`src/rtl/vec_issue_sequencer.sv`:
```
// -----------------------------------------------------------------------------
// vec_issue_sequencer
//
// Issue sequencer between the scalar core and the vector processor. Scalar
// instruction/rs1/rs2 triples are queued in a DEPTH-entry circular FIFO and
// issued one at a time when the vector processor is ready. An issued
// instruction is held stable on the outputs until it is acknowledged. Illegal
// instructions and acknowledge timeouts are retired with one-cycle status
// pulses.
//
// Parameters
//   XLEN     instruction / operand width
//   DEPTH    FIFO entries (power of 2, >= 2)
//   TIMEOUT  maximum WAIT_ACK cycles before the instruction is aborted (>= 1)
//
// Ports
//   clk, reset          clock, synchronous active-high reset
//   flush               synchronous clear of FIFO, FSM, outputs and pulses
//   sp_valid/sp_ready   scalar-side push handshake
//   sp_inst/rs1/rs2     scalar-side entry fields
//   instruction,
//   rs1_data, rs2_data  registered entry presented to the vector processor
//   vp_inst_valid       high while in ISSUE or WAIT_ACK
//   vec_pro_ready       vector processor can accept an instruction
//   is_vec              combinational legality of `instruction`
//   vec_pro_ack         current instruction completed
//   inst_done           one-cycle retire pulse
//   illegal_inst        one-cycle pulse, illegal instruction dropped
//   ack_timeout         one-cycle pulse, acknowledge timed out
//   fifo_count          FIFO occupancy
//   busy                FSM not idle or FIFO not empty
// -----------------------------------------------------------------------------
module vec_issue_sequencer #(
   parameter int unsigned XLEN    = 32,
   parameter int unsigned DEPTH   = 4,
   parameter int unsigned TIMEOUT = 255
) (
   input  logic                     clk,
   input  logic                     reset,
   input  logic                     flush,
   input  logic                     sp_valid,
   output logic                     sp_ready,
   input  logic [XLEN-1:0]          sp_inst,
   input  logic [XLEN-1:0]          sp_rs1,
   input  logic [XLEN-1:0]          sp_rs2,
   output logic [XLEN-1:0]          instruction,
   output logic [XLEN-1:0]          rs1_data,
   output logic [XLEN-1:0]          rs2_data,
   output logic                     vp_inst_valid,
   input  logic                     vec_pro_ready,
   input  logic                     is_vec,
   input  logic                     vec_pro_ack,
   output logic                     inst_done,
   output logic                     illegal_inst,
   output logic                     ack_timeout,
   output logic [$clog2(DEPTH):0]   fifo_count,
   output logic                     busy
);

   localparam int unsigned AW = $clog2(DEPTH);
   localparam int unsigned CW = AW + 1;
   localparam int unsigned TW = $clog2(TIMEOUT + 1);
   localparam int unsigned EW = 3 * XLEN;

   localparam logic [CW-1:0] COUNT_FULL = CW'(DEPTH);
   localparam logic [TW-1:0] WAIT_LAST  = TW'(TIMEOUT - 1);

   typedef enum logic [1:0] {
      IDLE     = 2'd0,
      ISSUE    = 2'd1,
      WAIT_ACK = 2'd2
   } state_e;

   // ---------------------------------------------------------------------------
   // State
   // ---------------------------------------------------------------------------
   state_e          state_q,    state_d;
   logic [AW-1:0]   wr_ptr_q,   wr_ptr_d;
   logic [AW-1:0]   rd_ptr_q,   rd_ptr_d;
   logic [CW-1:0]   count_q,    count_d;
   logic [TW-1:0]   wait_cnt_q, wait_cnt_d;
   logic [XLEN-1:0] inst_q,     inst_d;
   logic [XLEN-1:0] rs1_q,      rs1_d;
   logic [XLEN-1:0] rs2_q,      rs2_d;
   logic            done_q,     done_d;
   logic            illegal_q,  illegal_d;
   logic            timeout_q,  timeout_d;

   logic [EW-1:0]   mem_q [DEPTH];
   logic [EW-1:0]   head;
   logic            push;
   logic            pop;

   // Ready comes from the registered count only; a pop in the same cycle does
   // not open a slot until the following cycle.
   assign sp_ready = (count_q != COUNT_FULL);
   assign push     = sp_valid && sp_ready && !flush;
   assign head     = mem_q[rd_ptr_q];

   // ---------------------------------------------------------------------------
   // Next-state logic
   // ---------------------------------------------------------------------------
   // NOTE: every variable gets a default at the top of the block so no path
   // leaves it unassigned, which would otherwise infer a latch.
   always_comb begin
      state_d    = state_q;
      wait_cnt_d = wait_cnt_q;
      inst_d     = inst_q;
      rs1_d      = rs1_q;
      rs2_d      = rs2_q;
      done_d     = 1'b0;
      illegal_d  = 1'b0;
      timeout_d  = 1'b0;
      pop        = 1'b0;

      unique case (state_q)
         IDLE: begin
            inst_d = '0;
            rs1_d  = '0;
            rs2_d  = '0;
            if ((count_q != '0) && vec_pro_ready) begin
               pop                   = 1'b1;
               {inst_d, rs1_d, rs2_d} = head;
               state_d               = ISSUE;
            end
         end

         ISSUE: begin
            if (!is_vec) begin
               state_d   = IDLE;
               illegal_d = 1'b1;
            end else if (vec_pro_ack) begin
               state_d = IDLE;
               done_d  = 1'b1;
            end else begin
               state_d    = WAIT_ACK;
               wait_cnt_d = '0;
            end
         end

         WAIT_ACK: begin
            // Acknowledge wins over a timeout landing in the same cycle.
            if (vec_pro_ack) begin
               state_d = IDLE;
               done_d  = 1'b1;
            end else if (wait_cnt_q == WAIT_LAST) begin
               state_d   = IDLE;
               timeout_d = 1'b1;
            end else begin
               wait_cnt_d = wait_cnt_q + 1'b1;
            end
         end

         default: state_d = IDLE;
      endcase

      // Leaving for IDLE clears the presented entry on the same edge.
      if ((state_q != IDLE) && (state_d == IDLE)) begin
         inst_d = '0;
         rs1_d  = '0;
         rs2_d  = '0;
      end

      wr_ptr_d = push ? wr_ptr_q + 1'b1 : wr_ptr_q;
      rd_ptr_d = pop  ? rd_ptr_q + 1'b1 : rd_ptr_q;
      unique case ({push, pop})
         2'b10:   count_d = count_q + 1'b1;
         2'b01:   count_d = count_q - 1'b1;
         default: count_d = count_q;
      endcase

      // Flush discards everything, including an in-flight instruction and any
      // pulse that would have been raised on this edge.
      if (flush) begin
         state_d    = IDLE;
         wait_cnt_d = '0;
         inst_d     = '0;
         rs1_d      = '0;
         rs2_d      = '0;
         done_d     = 1'b0;
         illegal_d  = 1'b0;
         timeout_d  = 1'b0;
         wr_ptr_d   = '0;
         rd_ptr_d   = '0;
         count_d    = '0;
      end
   end

   // ---------------------------------------------------------------------------
   // Registers
   // ---------------------------------------------------------------------------
   // NOTE: sequential state uses non-blocking assignments so every register
   // samples the pre-edge values, independent of statement order.
   always_ff @(posedge clk) begin
      if (reset) begin
         state_q    <= IDLE;
         wr_ptr_q   <= '0;
         rd_ptr_q   <= '0;
         count_q    <= '0;
         wait_cnt_q <= '0;
         inst_q     <= '0;
         rs1_q      <= '0;
         rs2_q      <= '0;
         done_q     <= 1'b0;
         illegal_q  <= 1'b0;
         timeout_q  <= 1'b0;
      end else begin
         state_q    <= state_d;
         wr_ptr_q   <= wr_ptr_d;
         rd_ptr_q   <= rd_ptr_d;
         count_q    <= count_d;
         wait_cnt_q <= wait_cnt_d;
         inst_q     <= inst_d;
         rs1_q      <= rs1_d;
         rs2_q      <= rs2_d;
         done_q     <= done_d;
         illegal_q  <= illegal_d;
         timeout_q  <= timeout_d;
      end
   end

   // NOTE: the storage array is not reset; an entry is only read after it has
   // been written, and the occupancy count guards every read.
   always_ff @(posedge clk) begin
      if (!reset && push) begin
         mem_q[wr_ptr_q] <= {sp_inst, sp_rs1, sp_rs2};
      end
   end

   // ---------------------------------------------------------------------------
   // Outputs
   // ---------------------------------------------------------------------------
   assign instruction   = inst_q;
   assign rs1_data      = rs1_q;
   assign rs2_data      = rs2_q;
   assign vp_inst_valid = (state_q == ISSUE) || (state_q == WAIT_ACK);
   assign inst_done     = done_q;
   assign illegal_inst  = illegal_q;
   assign ack_timeout   = timeout_q;
   assign fifo_count    = count_q;
   assign busy          = (state_q != IDLE) || (count_q != '0);

endmodule
```
`config.mk`:
```
export PLATFORM = sky130hd
export DESIGN_NAME = vec_issue_sequencer
export DESIGN_NICKNAME = d
export VERILOG_FILES = /design/src/rtl/vec_issue_sequencer.sv
export SDC_FILE = /design/constraint.sdc
export NUM_CORES = 1
export LEC_CHECK = 0
export ABC_AREA = 1
export CORE_MARGIN = 2
export CORE_UTILIZATION = 30
export DETAILED_ROUTE_END_ITERATION = 16
export PLACE_DENSITY = 0.44
export SETUP_SLACK_MARGIN = 0.4
export SYNTH_ARGS = -nofsm -noshare
export SYNTH_HDL_FRONTEND = slang
export SYNTH_SLANG_ARGS = --single-unit
```
`constraint.sdc`:
```
create_clock -name clk -period 13.85 [get_ports clk]
set_clock_uncertainty 0.1 [all_clocks]
set_input_delay 2.0775 -clock clk [delete_from_list [all_inputs] [get_ports clk]]
set_output_delay 2.0775 -clock clk [all_outputs]
set_load 0.05 [all_outputs]
```
==> key figures, run 1 <==
Run status
  – Status: finished clean

Detailed routing
  – Residual DRC: 0
  – Vias: 12100
  – Drt pass-1 iters: 7
  – DRT iter0 DRCs: around 720
  – Wirelength, routed: between 40000 and 50000 um
  – Final antenna-violating net count: 0
  – WL per Instance: around 19 um
  – Vias/cell: about 4.7

Logic synthesis
  – Cell taking the most area after synthesis: edfxtp_1
  – Largest family of logic cells by synthesized area: compound AO/OA/AOI/OAI gates
  – Unique masters post-synth: 32
  – Syn avg cell area: between 10 and 15 um2
  – Post-synth top area share: 0.605
  – Ranking of synthesized cells by area: edfxtp_1, dfxtp_1, nor2_1
  – Compound-cell area share of the yosys netlist: 0.155
  – Synth Area in Simple Gates: 0.0737
  – Post-Syn Area: 19100 um2
  – XOR/XNOR Fraction of Synth Area: 0.000919
  – Flops & latches, synth: ~500
  – Post-Syn Nets: 1635
  – Cells after Synth: 1520
  – Post-synthesis adder-cell area fraction: 0.00827
  – Multiplexer area fraction after synthesis: 0
  – Synthesis Warnings: 0
  – Sequential area share after synthesis: 0.729

Cells and area
  – Nets@finish: 1810
  – Commonest cells after routing, fill and taps aside: edfxtp_1, nor2_1, o21ai_0, clkdlybuf4s50_1, dfxtp_1
  – Share of cells above drive strength 1: 0.0936
  – Fill cells: 6016
  – Finished Cell Area: 23700 um2
  – Synthesis-to-layout area growth: 24.4%
  – Antenna Cells: 0
  – Commonest non-fill, non-tap cell in the layout: edfxtp_1

Worst setup path
  – Worst Path Required: around 14 ns
  – CP peak stage delay: 0.84 ns
  – Type of the worst setup path: input pin to register
  – Worst-path fanout max: 60
  – Slowest-stage cell, CP: buf_4
  – Worst EP arrival: 4.97 ns
  – Worst Setup End Kind: register
  – Worst path cell trace: clkdlybuf4s50_1 > inv_2 > nand2_1 > inv_1 > nand2_1 > nor2_4 > buf_4 > buf_4
  – CP startpoint kind: input pin

STA
  – Final Hold Vio Count: 0
  – Endpoints failing setup: 0
  – Fin. max-slew vios: 0
  – Crit path time final: 4.87 ns
  – Worst setup margin: 8.98 ns
  – Headroom to the max-slew limit: 0.239
  – Setup TNS: 0 ns
  – RSZ-0062 raised after global routing: no
  – Fmax: 205 MHz
  – Final period utilization: 0.352
  – Worst Tran Pin Value: 1.14 ns

Clock tree
  – Clock Tree Buf Depth: 3
  – # resized after CTS: 0
  – CTS clk-pin slew, worst paths: 0.06 ns
  – # H-tree levels: 2
  – Hold_buf cts: 0
  – Setup repair bufs after CTS: 0
  – TritonCTS Sinks: 502
  – CTS tree: done
  – CTS Root Cell: clkbuf_16
  – Clk_lat worst skew: approximately 0.6 ns
  – Num CTS Buffers: 55

Pwr
  – Pleak: 7.65 nW
  – Maximum vdd drop: 0.0927 mV
  – Pwr dens: 137 nW/um2

Die
  – Die area: 65600 um2
  – Core footprint: 63000 um2
  – FP Rows: 92
  – Overall die height: between 200 and 300 um
  – Initial core utilization: 0.303
  – I/O Pins: 208
  – Die width: approximately 260 um

Placement
  – Setup slack at placement: 8.29 ns
  – Global placer's final weighted congestion: between 0.7 and 0.8
  – Cell Area, Placed: between 20000 and 25000 um2
  – Dpl hpwl: 28400 um
  – Port Buffers: 207

GRT
  – Vias in the first global route: 11664
  – First-pass GRT wire length: 74900 um
  – Pin count of the biggest net entering global routing: approximately 130
  – Total GRT Usage: 0.148
  – Congestion Overflow GR: 0
  – Initial antenna violation count: 2

Min path
  – Worst Hold Class: register to register

Flow run
  – Max-Cap Viols: 0
per-stage QoR:
stage          utilization  power, mW  hold WS [ns]  std cells
3_3_place_gp         0.347       1.79         0.359       2484
4_1_cts              0.377       3.30         0.367       2587
5_1_grt              0.377       3.36         0.389       2587
3_5_place_dp         0.347       1.79         0.358       2484
2_1_floorplan            -       1.72         0.336       1520
6_report             0.377       3.25         0.372       2587
synth_stat cells:
cell type	instances
a211oi_1	1
a21boi_0	1
a21oi_1	73
a21oi_2	41
a22oi_1	96
buf_1	14
buf_2	36
buf_4	1
buf_6	3
buf_8	5
clkbuf_1	46
clkinv_1	1
dfxtp_1	118
edfxtp_1	384
fa_1	1
ha_1	11
inv_1	27
inv_2	5
nand2_1	32
nand2_2	2
nand3_1	8
nand3b_1	1
nand4_1	4
nor2_1	302
nor2_2	1
nor2_4	2
nor2_8	1
nor3_1	2
nor3b_1	1
o21ai_0	216
o21ai_1	82
xor2_1	2
power by group:
group / switching [mW] / internal [mW] / total, mW
clock: 0.592 / 0.900 / 1.49
combinational: 0.0742 / 0.0431 / 0.117
sequential: 0.00521 / 1.63 / 1.64
total: 0.672 / 2.58 / 3.25
area by class of cell:
cell class	count	area (um2)	share of cell area
clock buffer	80	1660	0.0698
clock inverter	23	218	0.00918
inverter	33	139	0.00585
multi-input combinational	880	4570	0.192
sequential	502	13900	0.586
tap	846	1060	0.0446
timing repair buffer	223	2190	0.0924
layer usage:
metal  up-vias  routed length, um  global-route usage
met5         -                 18                   0
li1       5872                  -                   -
met1      5924              23600               0.209
met4         4                824              0.0364
met2       240              22900               0.235
met3        60               2150              0.0268
flip-flops by register name, summed over array words and instances (netlist names), named ones only:
| signal | count |
|---|---|
| illegal_inst | 1 |
| rs1_data | 32 |
| ack_timeout | 1 |
| rs2_data | 32 |
| wr_ptr_q | 2 |
| wait_cnt_q | 8 |
| inst_done | 1 |
| state_q | 2 |
| mem_q | 384 |
| instruction | 32 |
| fifo_count | 3 |
| rd_ptr_q | 2 |
worst paths after layout:
path                              start                  endpoint  slack [ns]  depth (start not counted)
max                               flush    mem_q[1][92]$_DFFE_PP_        8.98                          8
min            rd_ptr_q[1]$_SDFFE_PP0P_  rd_ptr_q[1]$_SDFFE_PP0P_        0.37                          2
max reg2reg  fifo_count[1]$_SDFFE_PP0P_    mem_q[1][92]$_DFFE_PP_       10.55                          6
min reg2reg    rd_ptr_q[1]$_SDFFE_PP0P_  rd_ptr_q[1]$_SDFFE_PP0P_        0.37                          2
cell families after synthesis:
family | after synthesis
and+or+nand+nor | 356
DFF | 502
AOI/OAI and AO/OA | 510
adders and majority gates | 12
xor gates and xnor gates | 2
buffers and inverters | 138
worst max-delay path, delay by kind of cell:
family	cells	cell delay, ns
and+or+nand+nor	3	0.70
buffers and inverters	5	2.06
Note: power is estimated with default switching activity, not from simulation.
==> inputs of run 2 (changes only) <==
==> constraint.sdc (replaced) <==
create_clock -name clk -period 4.7 [get_ports clk]
set_clock_uncertainty 0.1 [all_clocks]
set_input_delay 0.705 -clock clk [delete_from_list [all_inputs] [get_ports clk]]
set_output_delay 0.705 -clock clk [all_outputs]
set_load 0.05 [all_outputs]
==> key figures, run 2 (synthesis results as in run 1) <==
Cells and area
  – Biggest register: mem_q (unchanged)
  – Max FFs per register: 384 (unchanged)
  – Finished Cell Area: 23800 um2 (was 23700 um2)
  – Synthesis-to-layout area growth: 24.7% (was 24.4%)
  – Fill cells: 5974 (was 6016)
  – Commonest cells after routing, fill and taps aside: edfxtp_1, nor2_1, o21ai_0, clkdlybuf4s50_1, dfxtp_1 (unchanged)
  – Nets@finish: 1813 (was 1810)
  – Commonest non-fill, non-tap cell in the layout: edfxtp_1 (unchanged)
  – Antenna Cells: 0 (unchanged)
  – Share of cells above drive strength 1: 0.0916 (was 0.0936)

Min path
  – Min-delay src: rd_ptr_q[0]$_SDFFE_PP0P_ (was rd_ptr_q[1]$_SDFFE_PP0P_)
  – Worst Hold Depth: 1 (was 2)
  – Worst Hold Class: register to register (unchanged)

Clock tree
  – CTS clk-pin slew, worst paths: 0.06 ns (about the same)
  – Num CTS Buffers: 56 (was 55)
  – Clock Tree Buf Depth: 3 (unchanged)
  – Clk_lat worst skew: 0.61 ns (was 0.60 ns)
  – # H-tree levels: 2 (unchanged)
  – CTS tree: done (unchanged)
  – TritonCTS Sinks: 502 (unchanged)
  – Setup repair bufs after CTS: 0 (unchanged)
  – Hold_buf cts: 0 (unchanged)
  – # resized after CTS: 0 (unchanged)
  – CTS Root Cell: clkbuf_16 (unchanged)

Placement
  – Global placer's final weighted congestion: 0.701 (was 0.710)
  – Cell Area, Placed: 21900 um2 (about the same)
  – Dpl hpwl: 27000 um (was 28400 um)
  – Port Buffers: 207 (unchanged)

Worst setup path
  – Worst Setup End Kind: primary output (was register)
  – Slowest-stage cell, CP: clkdlybuf4s50_1 (was buf_4)
  – Worst EP arrival: 2.28 ns (was 4.97 ns)
  – R2r worst-path depth: 8 (was 6)
  – R2r startpoint: state_q[0]$_SDFF_PP0_ (was fifo_count[1]$_SDFFE_PP0P_)
  – R2r setup slk: 1.90 ns (was 10.55 ns)
  – CP peak stage delay: 0.81 ns (was 0.84 ns)
  – Worst Path Required: 3.89 ns (was 13.95 ns)
  – Worst-path fanout max: 5 (was 60)
  – CP startpoint kind: register (was input pin)
  – Type of the worst setup path: register to primary output (was input pin to register)
  – Worst path cell trace: inv_1 > ha_1 > nand3_1 > clkdlybuf4s50_1 (was clkdlybuf4s50_1 > inv_2 > nand2_1 > inv_1 > nand2_1 > nor2_4 > buf_4 > buf_4)

Pwr
  – Pleak: 7.66 nW (was 7.65 nW)
  – Logic pwr share: 0.036 (about the same)
  – Maximum vdd drop: 0.303 mV (was 0.0927 mV)
  – Sw frac: 0.208 (was 0.207)
  – Pwr dens: 400 nW/um2 (was 137 nW/um2)
  – Flop pwr share: 0.508 (was 0.504)
  – Clock power frac: 0.456 (was 0.459)
  – Switching Power: 1.98 mW (was 672 uW)
  – Int Pwr: 7.53 mW (was 2.58 mW)

Die
  – Die area: 65600 um2 (unchanged)
  – Initial core utilization: 0.303 (unchanged)
  – FP Rows: 92 (unchanged)
  – Overall die height: 256 um (unchanged)
  – Core footprint: 63000 um2 (unchanged)
  – Die width: 256 um (unchanged)
  – I/O Pins: 208 (unchanged)

STA
  – RSZ-0062 raised after global routing: no (unchanged)
  – Worst Tran Pin Value: 1.12 ns (was 1.14 ns)
  – Headroom to the max-slew limit: 0.250 (was 0.239)
  – Endpoints failing setup: 0 (unchanged)
  – Fin. max-slew vios: 0 (unchanged)
  – Final Hold Vio Count: 0 (unchanged)
  – Setup TNS: 0 ns (unchanged)
  – Final period utilization: 0.657
  – Fmax: 324 MHz
  – Crit path time final: 3.09 ns

GRT
  – Vias in the first global route: 11970 (was 11664)
  – First-pass GRT wire length: 74700 um (was 74900 um)
  – Initial antenna violation count: 2 (unchanged)
  – Pin count of the biggest net entering global routing: 144 (was 126)
  – Total GRT Usage: 0.148 (about the same)
  – Congestion Overflow GR: 0 (unchanged)

Detailed routing
  – Final antenna-violating net count: 0 (unchanged)
  – Wirelength, routed: 49300 um (was 49500 um)
  – DRT iter0 DRCs: 606 (was 722)
  – WL per Instance: 19.0 um (was 19.1 um)
  – Vias: 12182 (was 12100)
  – Vias/cell: 4.70 (was 4.68)
  – Residual DRC: 0 (unchanged)
  – Drt pass-1 iters: 5 (was 7)

Flow run
  – Max-Cap Viols: 0 (unchanged)

Run status
  – Status: finished clean (unchanged)
run 2: cell types whose count changed in the layout (fill, tap and decap cells not counted), sizes merged:
cell,before,now
inv,32,34
bufinv,4,2
clkinv,17,11
buf,16,18
clkinvlp,3,1
clkbuf,80,91
run 2: area by class of cell:
cell class / instances / area [um2] / area share
multi-input combinational: 880 / 4570 / 0.192
sequential: 502 / 13900 / 0.584
clock inverter: 15 / 156 / 0.00658
clock buffer: 91 / 1710 / 0.0717
timing repair buffer: 225 / 2260 / 0.0949
tap: 846 / 1060 / 0.0445
inverter: 33 / 139 / 0.00584
run 2: critical path, delay by kind of cell, from the launching register on:
family                     cells  cell delay, ns
adders and majority gates      1            0.30
buffers and inverters          2            0.91
DFF                            1            0.37
and+or+nand+nor                1            0.11
run 2: power groups by stage:
stage	sequential, mW	clock, mW	combinational (mW)
4_1_cts	4.83	4.48	0.353
3_3_place_gp	4.92	0	0.349
3_5_place_dp	4.92	0	0.352
6_report	4.83	4.33	0.346
2_1_floorplan	4.95	0	0.134
5_1_grt	4.83	4.65	0.376
run 2: metal layers:
layer	GRT usage	vias to the layer above	part of all wire	wire (um)
li1	-	5879	-	-
met3	0.0263	76	0.044	2180
met4	0.0466	4	0.022	1100
met5	0	-	0.00045	22
met2	0.246	251	0.48	23500
met1	0.196	5972	0.46	22500
run 2: stage by stage:
step,std cells,hold WS (ns),power [mW],worst slack [ns],utilization
floorplan,1520,0.336,5.08,-1.14,-
global placement,2486,0.355,5.27,1.40,0.348
detailed placement,2486,0.356,5.28,1.35,0.348
CTS,2592,0.368,9.66,1.56,0.378
global route,2592,0.398,9.85,1.52,0.378
finish,2592,0.373,9.51,1.61,0.378
run 2: worst max-delay path by stage:
stage,from,to,slack [ns],depth (start not counted)
CTS,state_q[0]$_SDFF_PP0_,busy,1.56,4
finish,state_q[0]$_SDFF_PP0_,busy,1.61,4
detailed placement,flush,mem_q[3][55]$_DFFE_PP_,1.35,7
global route,state_q[1]$_SDFF_PP0_,busy,1.52,4
floorplan,fifo_count[0]$_SDFFE_PP0P_,mem_q[0][0]$_DFFE_PP_,-1.14,4
global placement,flush,mem_q[3][52]$_DFFE_PP_,1.40,7
==> inputs of run 3 (changes only) <==
--- a/config.mk
+++ b/config.mk
@@ -9,7 +9,7 @@
 export CORE_MARGIN = 2
 export CORE_UTILIZATION = 30
 export DETAILED_ROUTE_END_ITERATION = 16
-export PLACE_DENSITY = 0.44
+export PLACE_DENSITY = 0.45
 export SETUP_SLACK_MARGIN = 0.4
 export SYNTH_ARGS = -nofsm -noshare
 export SYNTH_HDL_FRONTEND = slang
==> constraint.sdc (replaced) <==
create_clock -name clk -period 2.8 [get_ports clk]
set_clock_uncertainty 0.1 [all_clocks]
set_input_delay 0.42 -clock clk [delete_from_list [all_inputs] [get_ports clk]]
set_output_delay 0.42 -clock clk [all_outputs]
set_load 0.05 [all_outputs]
==> key figures, run 3 (synthesis results as in run 1) <==
STA
  – Fin. max-slew vios: 0 (unchanged)
  – Worst Tran Pin Value: 0.937 ns (was 1.12 ns)
  – Crit path time final: 2.36 ns
  – Endpoints failing setup: 0 (unchanged)
  – RSZ-0062 raised after global routing: yes (was no)
  – Headroom to the max-slew limit: 0.374 (was 0.250)
  – Fmax: about 420 MHz
  – Final Hold Vio Count: 0 (unchanged)
  – Hold_ws: 0.302 ns (was 0.373 ns)
  – Final period utilization: 0.842

Cells and area
  – Share of cells above drive strength 1: 0.111 (was 0.0916)
  – Nets@finish: 1837 (was 1813)
  – Commonest cells after routing, fill and taps aside: edfxtp_1, nor2_1, o21ai_0, clkdlybuf4s50_1, dfxtp_1 (unchanged)
  – Fin util: 0.385 (was 0.378)
  – Commonest non-fill, non-tap cell in the layout: edfxtp_1 (unchanged)
  – Biggest register: mem_q (unchanged)
  – Synthesis-to-layout area growth: 27.0% (was 24.7%)
  – Max FFs per register: 384 (unchanged)

Worst setup path
  – Worst path bufs/invs: 1 (was 2)
  – Worst Path Required: 2.28 ns (was 3.89 ns)
  – CP peak stage delay: 0.84 ns (was 0.81 ns)
  – Worst EP arrival: 1.84 ns (was 2.28 ns)
  – Type of the worst setup path: register to primary output (unchanged)
  – R2r setup slk: 0.47 ns (was 1.90 ns)
  – Worst R2R End: rs2_data[1]$_SDFFE_PP0N_
  – Worst path depth: 1 (was 4)
  – CP startpoint kind: register (unchanged)
  – R2r startpoint: state_q[0]$_SDFF_PP0_ (unchanged)
  – Worst path cell trace: clkdlybuf4s50_1 (was inv_1 > ha_1 > nand3_1 > clkdlybuf4s50_1)
  – Crit path max-delay family: buffers and inverters (unchanged)
  – Worst-path fanout max: 2 (was 5)
  – Worst Setup End Kind: primary output (unchanged)
  – R2r worst-path depth: 8 (unchanged)
  – Slowest-stage cell, CP: clkdlybuf4s50_1 (unchanged)

GRT
  – Global route hottest layer: met2 (unchanged)
  – Pin count of the biggest net entering global routing: 132 (was 144)
  – First-pass GRT wire length: 75700 um (was 74700 um)
  – Initial antenna violation count: 8 (was 2)
  – Vias in the first global route: 12200 (was 11970)
  – Met3 usage: 0.0356 (was 0.0263)
  – Total GRT Usage: 0.150 (was 0.148)
  – M1 GR Usage: 0.192 (was 0.196)
  – Congestion Overflow GR: 0 (unchanged)
  – Met2 Use GR: 0.251 (was 0.246)

Run status
  – Status: finished clean (unchanged)

Die
  – Die width: 256 um (unchanged)
  – Die area: 65600 um2 (unchanged)
  – Initial core utilization: 0.303 (unchanged)
  – I/O Pins: 208 (unchanged)
  – FP Rows: 92 (unchanged)
  – Core footprint: 63000 um2 (unchanged)
  – Overall die height: 256 um (unchanged)

Detailed routing
  – Wirelength, routed: 50400 um (was 49300 um)
  – Drt pass-1 iters: 4 (was 5)
  – Vias: 12292 (was 12182)
  – WL per Instance: 19.2 um (was 19.0 um)
  – Residual DRC: 0 (unchanged)
  – Final antenna-violating net count: 0 (unchanged)
  – DRT iter0 DRCs: 607 (was 606)
  – Vias/cell: 4.70 (about the same)

Min path
  – Worst Hold Class: input pin to register (was register to register)
  – Worst Hold Depth: 3 (was 1)
  – Min-delay src: vec_pro_ack (was rd_ptr_q[0]$_SDFFE_PP0P_)
  – Hold endpoint: inst_done$_SDFF_PP0_

Flow run
  – Max-Cap Viols: 0 (unchanged)

Placement
  – Global placer's final weighted congestion: 0.730 (was 0.701)
  – Dpl hpwl: 27300 um (was 27000 um)
  – Port Buffers: 207 (unchanged)

Pwr
  – Pleak: 7.92 nW (was 7.66 nW)
  – Maximum vdd drop: 0.443 mV (was 0.303 mV)
  – Pwr dens: 664 nW/um2 (was 400 nW/um2)
  – Total power: 16.1 mW (was 9.51 mW)

Clock tree
  – TritonCTS Sinks: 502 (unchanged)
  – Clk_lat worst skew: 0.60 ns (was 0.61 ns)
  – CTS tree: done (unchanged)
  – Hold_buf cts: 0 (unchanged)
  – # H-tree levels: 2 (unchanged)
  – CTS Root Cell: clkbuf_16 (unchanged)
  – Num CTS Buffers: 55 (was 56)
  – CTS clk-pin slew, worst paths: 0.06 ns (about the same)
  – Clock Tree Buf Depth: 3 (unchanged)
==> run 3: layer usage <==
layer  vias up  part of all wire
met2       242              0.48
met3        77             0.053
met1      6021              0.44
met5         -            0.0015
met4        12             0.020
li1       5940                 -
==> run 3: final cells by class <==
class	count	area [um2]
fill	5979	38700
sequential	502	13900
multi-input combinational	883	4640
timing repair buffer	247	2610
clock buffer	76	1600
tap	846	1060
clock inverter	28	275
inverter	33	139
antenna	1	2.50
==> run 3: power breakdown <==
part	internal [mW]	switching (mW)	leakage [nW]
Sequential	8.08	0.0215	4.42
Combinational	0.235	0.379	2.57
Clock	4.44	2.92	0.925
Total	12.8	3.32	7.92
==> run 3: tightest hold or removal path, cell delays in order <==
cell and delay [ns]:
clkdlybuf4s50_1 0.42, nand2_1 0.07, nor3_1 0.04
==> run 3: worst max-delay path by stage <==
stage	end	from	slack, ns
global route	fifo_count[2]$_SDFFE_PP0P_	state_q[0]$_SDFF_PP0_	0.30
detailed placement	instruction[26]$_SDFFE_PP0N_	vec_pro_ack	-0.05
floorplan	mem_q[0][0]$_DFFE_PP_	fifo_count[0]$_SDFFE_PP0P_	0.0004
global placement	instruction[16]$_SDFFE_PP0N_	vec_pro_ack	-0.04
CTS	busy	state_q[0]$_SDFF_PP0_	0.24
finish	rs1_data[9]	rs1_data[9]$_SDFFE_PP0N_	0.44
==> run 3: timing repair <==
action / CTS / global route
setup endpoints to repair: 71 / 73
gates cloned: 1 / 2
buffers inserted: 0 / 8
pin swaps: 1 / 3
gates resized for setup: 14 / 6
==> run 3: metrics by stage <==
stage / area (um2) / instances / setup WS [ns] / TNS [ns]
after global placement: 22300 / 2500 / -0.0356 / -0.374
after detailed placement: 22300 / 2500 / -0.0503 / -0.553
after global routing: 24200 / 2616 / 0.298 / 0
after CTS: 24100 / 2605 / 0.236 / 0
final: 24200 / 2616 / 0.441 / 0
after floorplan: 19100 / 1520 / 0.000433 / 0
